`config.mk`:
```
export PLATFORM = sky130hd
export DESIGN_NAME = reg_status_table
export DESIGN_NICKNAME = d
export VERILOG_FILES = /design/src/rtl/cpu_pkg.sv /design/src/rtl/rst_entry_bypass.sv /design/src/rtl/reg_status_table.sv
export SDC_FILE = /design/constraint.sdc
export NUM_CORES = 1
export LEC_CHECK = 0
export CORE_ASPECT_RATIO = 1.25
export CORE_MARGIN = 4
export CORE_UTILIZATION = 35
export CTS_CLUSTER_DIAMETER = 150
export DETAILED_ROUTE_END_ITERATION = 7
export GPL_ROUTABILITY_DRIVEN = 0
export GPL_TIMING_DRIVEN = 0
export PLACE_DENSITY_LB_ADDON = 0.15
export REMOVE_ABC_BUFFERS = 1
export SKIP_LAST_GASP = 1
export SYNTH_ARGS = -nofsm -noshare
export SYNTH_HDL_FRONTEND = slang
export SYNTH_HIERARCHICAL = 1
export SYNTH_SLANG_ARGS = --single-unit
```
`constraint.sdc`:
```
create_clock -name clk -period 5.4 [get_ports clk]
set_clock_uncertainty 0.1 [all_clocks]
set_input_delay 0.54 -clock clk [delete_from_list [all_inputs] [get_ports clk]]
set_output_delay 0.54 -clock clk [all_outputs]
set_load 0.05 [all_outputs]
```
`src/rtl/cpu_pkg.sv`:
```
// Shared core types: default register/tag widths, the per-register status entry
// and the lookup response seen by the reservation stations.
package cpu_pkg;

    localparam int CPU_REG_W = 5;
    localparam int CPU_TAG_W = 4;

    typedef struct packed {
        logic                 busy;
        logic [CPU_TAG_W-1:0] tag;
    } status_entry_t;

    localparam status_entry_t STATUS_ENTRY_ZERO = '{busy: 1'b0, tag: '0};

    typedef struct packed {
        logic                 busy;
        logic [CPU_TAG_W-1:0] tag;
    } lookup_resp_t;

endpackage

```
`src/rtl/rst_entry_bypass.sv`:
```
// Post-processes one raw status-table read: range and zero-register masking,
// optional same-cycle commit bypass, and a kill input used for flush.
module rst_entry_bypass
    import cpu_pkg::*;
#(
    parameter int NUM_REGS  = 32,
    parameter int REG_W     = CPU_REG_W,
    parameter int TAG_W     = CPU_TAG_W,
    parameter int ZERO_REG  = 1,
    parameter int BYPASS_EN = 1
) (
    input  logic [REG_W-1:0] idx,
    input  logic             raw_busy,
    input  logic [TAG_W-1:0] raw_tag,
    input  logic             commit_valid,
    input  logic [REG_W-1:0] commit_reg,
    input  logic [TAG_W-1:0] commit_tag,
    input  logic             kill,
    output logic             busy,
    output logic [TAG_W-1:0] tag
);

    logic in_range;
    logic is_zero;
    logic committed;
    logic visible;

    assign in_range  = int'(idx) < NUM_REGS;
    assign is_zero   = (ZERO_REG != 0) && (idx == '0);
    // A commit retiring exactly this producer makes the value ready this cycle.
    assign committed = (BYPASS_EN != 0) && commit_valid
                       && (commit_reg == idx) && (commit_tag == raw_tag);
    assign visible   = raw_busy && in_range && !is_zero && !committed && !kill;

    assign busy = visible;
    assign tag  = visible ? raw_tag : '0;

endmodule

```
`src/rtl/reg_status_table.sv`:
```
// Register result-status table: per architectural register a pending flag and
// the producing ROB tag, with registered multi-port lookups and a debug probe.
module reg_status_table
    import cpu_pkg::*;
#(
    parameter int NUM_REGS = 32,
    parameter int REG_W    = CPU_REG_W,
    parameter int TAG_W    = CPU_TAG_W,
    parameter int NUM_SRC  = 2,
    parameter int ZERO_REG = 1
) (
    input  logic                     clk,
    input  logic                     rst_n,
    input  logic                     lookupValid,
    input  logic [NUM_SRC*REG_W-1:0] lookupReg,
    output logic                     respValid,
    output logic [NUM_SRC-1:0]       respBusy,
    output logic [NUM_SRC*TAG_W-1:0] respTag,
    input  logic                     issueValid,
    input  logic [REG_W-1:0]         issueReg,
    input  logic [TAG_W-1:0]         issueTag,
    input  logic                     commitValid,
    input  logic [REG_W-1:0]         commitReg,
    input  logic [TAG_W-1:0]         commitTag,
    input  logic                     flush,
    input  logic [REG_W-1:0]         probeReg,
    output logic                     probeBusy,
    output logic [TAG_W-1:0]         probeTag
);

    logic             busy_q [NUM_REGS];
    logic [TAG_W-1:0] tag_q  [NUM_REGS];

    logic [NUM_REGS-1:0] issue_hit;
    logic [NUM_REGS-1:0] commit_hit;

    logic [REG_W-1:0] lookup_idx [NUM_SRC];
    logic             raw_busy   [NUM_SRC];
    logic [TAG_W-1:0] raw_tag    [NUM_SRC];
    logic             probe_raw_busy;
    logic [TAG_W-1:0] probe_raw_tag;

    logic [NUM_SRC-1:0]       byp_busy;
    logic [NUM_SRC*TAG_W-1:0] byp_tag;

    always_comb begin
        issue_hit  = '0;
        commit_hit = '0;
        for (int i = 0; i < NUM_REGS; i++) begin
            issue_hit[i]  = issueValid && (issueReg == REG_W'(i))
                            && !((ZERO_REG != 0) && (i == 0));
            commit_hit[i] = commitValid && (commitReg == REG_W'(i))
                            && busy_q[i] && (tag_q[i] == commitTag);
        end
    end

    // Issue is applied after commit so a same-register pair ends busy with the new tag.
    always_ff @(posedge clk) begin
        if (!rst_n || flush) begin
            for (int i = 0; i < NUM_REGS; i++) begin
                busy_q[i] <= 1'b0;
                tag_q[i]  <= '0;
            end
        end else begin
            for (int i = 0; i < NUM_REGS; i++) begin
                if (issue_hit[i]) begin
                    busy_q[i] <= 1'b1;
                    tag_q[i]  <= issueTag;
                end else if (commit_hit[i]) begin
                    busy_q[i] <= 1'b0;
                    tag_q[i]  <= '0;
                end
            end
        end
    end

    // Mux-style reads keep out-of-range indices at zero instead of reading past the array.
    always_comb begin
        for (int k = 0; k < NUM_SRC; k++) begin
            raw_busy[k] = 1'b0;
            raw_tag[k]  = '0;
            for (int j = 0; j < NUM_REGS; j++) begin
                if (lookup_idx[k] == REG_W'(j)) begin
                    raw_busy[k] = busy_q[j];
                    raw_tag[k]  = tag_q[j];
                end
            end
        end
        probe_raw_busy = 1'b0;
        probe_raw_tag  = '0;
        for (int j = 0; j < NUM_REGS; j++) begin
            if (probeReg == REG_W'(j)) begin
                probe_raw_busy = busy_q[j];
                probe_raw_tag  = tag_q[j];
            end
        end
    end

    for (genvar k = 0; k < NUM_SRC; k++) begin : g_src
        assign lookup_idx[k] = lookupReg[k*REG_W +: REG_W];

        rst_entry_bypass #(
            .NUM_REGS (NUM_REGS),
            .REG_W    (REG_W),
            .TAG_W    (TAG_W),
            .ZERO_REG (ZERO_REG),
            .BYPASS_EN(1)
        ) u_bypass (
            .idx         (lookup_idx[k]),
            .raw_busy    (raw_busy[k]),
            .raw_tag     (raw_tag[k]),
            .commit_valid(commitValid),
            .commit_reg  (commitReg),
            .commit_tag  (commitTag),
            .kill        (flush),
            .busy        (byp_busy[k]),
            .tag         (byp_tag[k*TAG_W +: TAG_W])
        );
    end

    rst_entry_bypass #(
        .NUM_REGS (NUM_REGS),
        .REG_W    (REG_W),
        .TAG_W    (TAG_W),
        .ZERO_REG (ZERO_REG),
        .BYPASS_EN(0)
    ) u_probe (
        .idx         (probeReg),
        .raw_busy    (probe_raw_busy),
        .raw_tag     (probe_raw_tag),
        .commit_valid(1'b0),
        .commit_reg  ('0),
        .commit_tag  ('0),
        .kill        (1'b0),
        .busy        (probeBusy),
        .tag         (probeTag)
    );

    always_ff @(posedge clk) begin
        if (!rst_n) begin
            respValid <= 1'b0;
            respBusy  <= '0;
            respTag   <= '0;
        end else begin
            respValid <= lookupValid;
            if (lookupValid) begin
                respBusy <= byp_busy;
                respTag  <= byp_tag;
            end
        end
    end

endmodule

```
Yosys cells after proc, flatten, opt, wreduce, memory -nomap -nowiden
Memory sizes are Yosys's and may differ from the RTL's.
Cells that the tools add are included.
{"block": "op_classes", "eq_ne": 191, "bitwise_logic": 126, "n_mux": 543, "reduce_logical": 150}
{"op": "2-to-1 mux 4 bit", "n": 162}
{"op": "== test 5 bit, second input constant", "n": 80}
{"op": "2-to-1 mux 1 bit", "n": 381}
{"op": "== test 5 x 4 -> 1 bit, second input constant", "n": 40}
{"op": "logical AND 1 bit", "n": 138}
{"op": "== test 4 bit", "n": 34}
{"op": "bitwise OR 1 bit", "n": 126}
{"op": "== test 5 x 3 -> 1 bit, second input constant", "n": 20}
{"op": "== test 5 x 2 -> 1 bit, second input constant", "n": 10}
{"op": "== test 5 x 1 -> 1 bit, second input constant", "n": 5}
{"op": "zero test 5 bit", "n": 4}
{"op": "== test 5 bit", "n": 2}
{"op": "zero test 1 bit", "n": 7}
{"op": "logical OR 1 bit", "n": 1}
{"block": "word_totals", "out_inout_bits": 16, "wordCells": 1015, "inputBits": 39, "ramBits": 160, "memories": 2, "reg_bits": 11}
{"name": "tag_q", "words": 32, "width": 4, "rd": 32, "rd_ports_with_merged_regs": 0, "write_ports": 32, "line_no": "reg_status_table.sv:32", "text": "logic [TAG_W-1:0] tag_q [NUM_REGS];"}
{"name": "busy_q", "words": 32, "width": 1, "rd": 32, "rd_ports_with_merged_regs": 0, "write_ports": 32, "line_no": "reg_status_table.sv:31", "text": "logic busy_q [NUM_REGS];"}

Logic depth before layout (Yosys ltp)
{"block": "depth", "word_depth": 39, "ltp_mapped": 16, "depth_no_buf": 12}

Cells and area by module
Netlist, hierarchy kept.
{"module": "reg_status_table", "area_each_um2": 13930.9, "cells_per_inst": 1557, "seq_area_each_um2": 4874.7, "instances": 1}
{"module": "rst_entry_bypass at g_src[0].u_bypass ...", "area_each_um2": 172.7, "cells_per_inst": 21, "seq_area_each_um2": 0.0, "instances": 2}
{"module": "rst_entry_bypass at u_probe", "area_each_um2": 81.3, "cells_per_inst": 12, "seq_area_each_um2": 0.0, "instances": 1}

Least setup slack after synthesis
OpenSTA, ideal clock, no wires.
{"block": "synth_path", "kind": "input-to-output", "start": "in probeReg[1]", "end": "out probeTag[0]", "cell_stages": 11, "path_buffers": 5, "t_required_ps": 4760, "arrival_time_ps": 3344, "setup_slack_ps": 1416, "path_cell_list": "clkbuf_1 buf_2 buf_2 buf_2 buf_2 nand3_1 a311oi_1 a221oi_1 o21ai_0 nand2b_1 a211oi_1"}
{"block": "synth_via", "elab_chain_cells": 35, "elab_cells_between_ends": 99, "cone_classes": "31 x eq/ne; 65 x mux; 3 x reduce/logical"}
{"element": "start, declared", "line_no": "reg_status_table.sv:26", "text": "input logic [REG_W-1:0] probeReg,"}
{"element": "zero test 5 bit", "line_no": "reg_status_table.sv:92", "text": "if (probeReg == REG_W'(j)) begin"}
{"element": "2-to-1 mux 1 bit (31 in a row)", "line_no": "reg_status_table.sv:92"}
{"element": "2-to-1 mux 1 bit (*)", "line_no": "reg_status_table.sv:92"}
{"element": "via probe_raw_busy", "line_no": "reg_status_table.sv:40", "text": "logic probe_raw_busy;"}
{"element": "logical AND 1 bit (*)", "line_no": "rst_entry_bypass.sv:33", "text": "assign visible = raw_busy && in_range && !is_zero && !committed && !kill;"}
{"element": "2-to-1 mux 4 bit (*)", "line_no": "rst_entry_bypass.sv:36", "text": "assign tag = visible ? raw_tag : '0;"}
{"element": "end, declared", "line_no": "reg_status_table.sv:28", "text": "output logic [TAG_W-1:0] probeTag"}
The timed path passes the listed nets; every way through them passes the cells marked *.

Worst setup path in the final report
{"block": "layout_path", "start": "in probeReg[3]", "end": "out probeTag[1]"}
The elaborated chain is that of the path after synthesis.

==> out/metrics.cfg <==
[finish]
final_util_pct = 38.9
layout-drive-gt1-share_pct = 8.42
multi_input_area_um2 = 8800
fin_nets = 1593
fillers = 4093
finalNonFillerCells = 2114
syn2layout_area_growth_pct = 9.36
regArea_um2 = 4870
fin_area_um2 = 15700

[drt]
wl_mm = 64.3
ant_nets = 0
dr.pass1.iters = 7
avgRoutedWirePerCell_um = 30.4
first_iter_violations = 1826
drc = 0
vias = 13700
post_drt_via_cell_ratio = 6.48

[timing]
maxSlewHeadroom_pct = 6.78
finalCritPeriodShare_pct = 98.9
hold_viol = 0
rsz0062_at_grt = false
min_period_ns = 5.34
slew_viol_final = 0
fin_hold_ws_ns = 0.424
worst_slew_pin_slew_ns = 1.40
maxClockFrequency_mhz = 187
setup_tns_ns = 0
finalSetupViolCount = 0

[cts]
clk_pin_slew_worst_paths_ns = 0.06
clk_latency_ns = 0.45
htree_num_levels = 4
clockBufferDepth = 2
cts_setup_buffers = 0
cts_made_buffers = 17
cts_tree = yes
cts_num_sinks = 166
root_buffer = clkbuf_16

[setup_path]
path_max_fanout = 24
cp-startpoint = probeReg[3]
crit_arrival_ns = 4.70
worstPathRequired_ns = 4.76
worstSetupPathType = in2out
worstReg2RegStart = tag_q[1][45]
start_kind = input port
r2r_end = respTag[2]
r2r_cells = 12
timing.reg2reg.setup_slack_ns = 1.84
worst_setup_path_end_kind = primary output

[synth]
yosys_warnings = 6
synth_edf_count = 155
synthDominantCellAreaShare_pct = 32.4
ys.flop_type = edfxtp_1
syn_area_um2 = 14400
yosysSeqAreaShare_pct = 34.0
async_reset_ff_share_pct = 0
post_synth_num_cell_types = 82
syn_inst = 1611
yosysTopAreaCell = edfxtp_1
ys_ff_latch = 166
avgSynthCellArea_um2 = 8.91
synthTopCellsByArea = edfxtp_1, and2_1, xnor2_1

[power_and_ir_drop]
p_leak_nw = 5.25
power_density_nw_per_um2 = 242
peakVddDrop_uv = 195

[die]
dieArea_um2 = 44300
core-area_um2 = 40300
initial_core_util_pct = 35.6
num_rows = 82
io_pins = 55
die_w_um = 189
die-height_um = 234

[min_path]
hold_path.class = reg2reg
hold_depth = 2
min_to = respTag[4]
min_from = respTag[4]

[job]
max_cap_viol_count = 0

[global_routing]
grt_use_total_pct = 28.3
met2_usage_pct = 46.0
grt_max_degree = 80
grt_pass1_vias = 12900
grt-ovfl-total = 0
grt_pass1_wl_mm = 92.3
busiest_layer = met2
antenna_found_initial = 0
use_met3_pct = 5.01
met1_usage_pct = 34.8

[placement]
dp_hpwl_mm = 45.9
port_buffers = 54
placed_area_um2 = 15100
post-place-cells = 2081

[run_status]
status = complete, no violations

==> final cells by class <==
type,count,share of cell area (%)
Inverter,26,0.622
Sequential cell,166,31.0
Multi-Input combinational cell,1280,56.0
Tap cell,546,4.35
Clock buffer,18,2.73
Timing Repair Buffer,63,4.18
Antenna cell,1,0.0159
Clock inverter,14,1.01
==> Yosys cell counts (all sizes together), types with 8 or more instances <==
master,count
a41oi,16
a21oi,76
mux4,14
a31oi,24
buf,67
and2,133
clkbuf,72
o221ai,9
inv,24
mux2i,54
a22oi,13
nand4,10
nor3b,19
a21o,8
xor2,50
o21ai,103
nor4,9
nand3b,10
dfxtp,11
a211oi,17
nor3,56
nand3,46
nand2b,31
nor2b,38
xnor2,93
o22ai,32
nand2,95
a32oi,12
and3b,8
mux2,44
nor2,99
o2111ai,19
a221oi,15
or3,8
edfxtp,155
o211ai,14
==> worst max-delay path by stage <==
stage,endpoint,slack (ns),cells after the start
after floorplan,probeTag[0],1.77,8
after global placement,respTag[4],-2.74,13
after detailed placement,probeTag[3],-0.18,10
after CTS,probeTag[0],0.04,10
after global routing,probeTag[1],0.02,10
final,probeTag[1],0.06,10
==> power by group <==
| part | switching, mW | internal [mW] | leakage [nW] | total, mW |
|---|---|---|---|---|
| clock | 0.538 | 0.723 | 0.287 | 1.26 |
| sequential | 0.170 | 1.50 | 1.77 | 1.67 |
| combinational | 0.548 | 0.320 | 3.20 | 0.868 |
==> repair_timing <==
| item | in CTS | in global routing |
|---|---|---|
| endpoints found under the setup margin | 5 | 5 |
| hold buffers | 0 | 0 |
| pin swaps | 0 | 0 |
| gates resized for setup | 2 | 2 |
==> cell usage in the layout (no fill, tap or decap), drive strengths merged, types with 24 or more instances in the layout <==
| cell | n |
|---|---|
| buf | 25 |
| nor2 | 99 |
| nand3 | 46 |
| nand2 | 95 |
| mux2i | 54 |
| a31oi | 24 |
| xor2 | 50 |
| nand2b | 31 |
| mux2 | 44 |
| clkdlybuf4s50 | 36 |
| o22ai | 32 |
| nor2b | 38 |
| xnor2 | 93 |
| edfxtp | 155 |
| o21ai | 103 |
| and2 | 133 |
| inv | 25 |
| nor3 | 56 |
| a21oi | 76 |
==> layer usage <==
metal / wire length (µm) / share of wire (%)
met1: 24500 / 38
met2: 29700 / 46
met3: 5260 / 8.2
met4: 4830 / 7.5
met5: 0 / 0
==> per-stage QoR <==
step           setup slack [ns]  total power [mW]
2_1_floorplan              1.77              2.07
3_3_place_gp              -2.74              2.54
3_5_place_dp             -0.178              2.53
4_1_cts                  0.0358              3.78
5_1_grt                  0.0175              3.91
6_report                 0.0617              3.80
==> sequential cells by signal (all words and copies together) (netlist names) <==
name / count
busy_q: 31
respBusy: 2
respTag: 8
respValid: 1
tag_q: 124
==> logic make-up (layout without fill, tap and decap cells) <==
group	after synthesis	count (layout)	share of synthesized area (%)
AOI/OAI and AO/OA	437	437	20.7
xor gates and xnor gates	143	143	8.72
buffers and inverters	165	121	4.82
DFF	166	166	34.0
muxes	112	112	9.41
other	1	2	0.0261
and+or+nand+nor	587	587	22.3
==> worst max-delay path, cell delays in order <==
cell	delay, ns
dlygate4sd2_1	1.00
nand2b_1	0.55
nor2_1	0.27
a32oi_1	0.46
nand3_1	0.13
a41oi_1	0.45
o21ai_0	0.24
nand2b_1	0.21
a211oi_1	0.08
clkdlybuf4s50_1	0.72
Power figures use the tool's default switching activity.
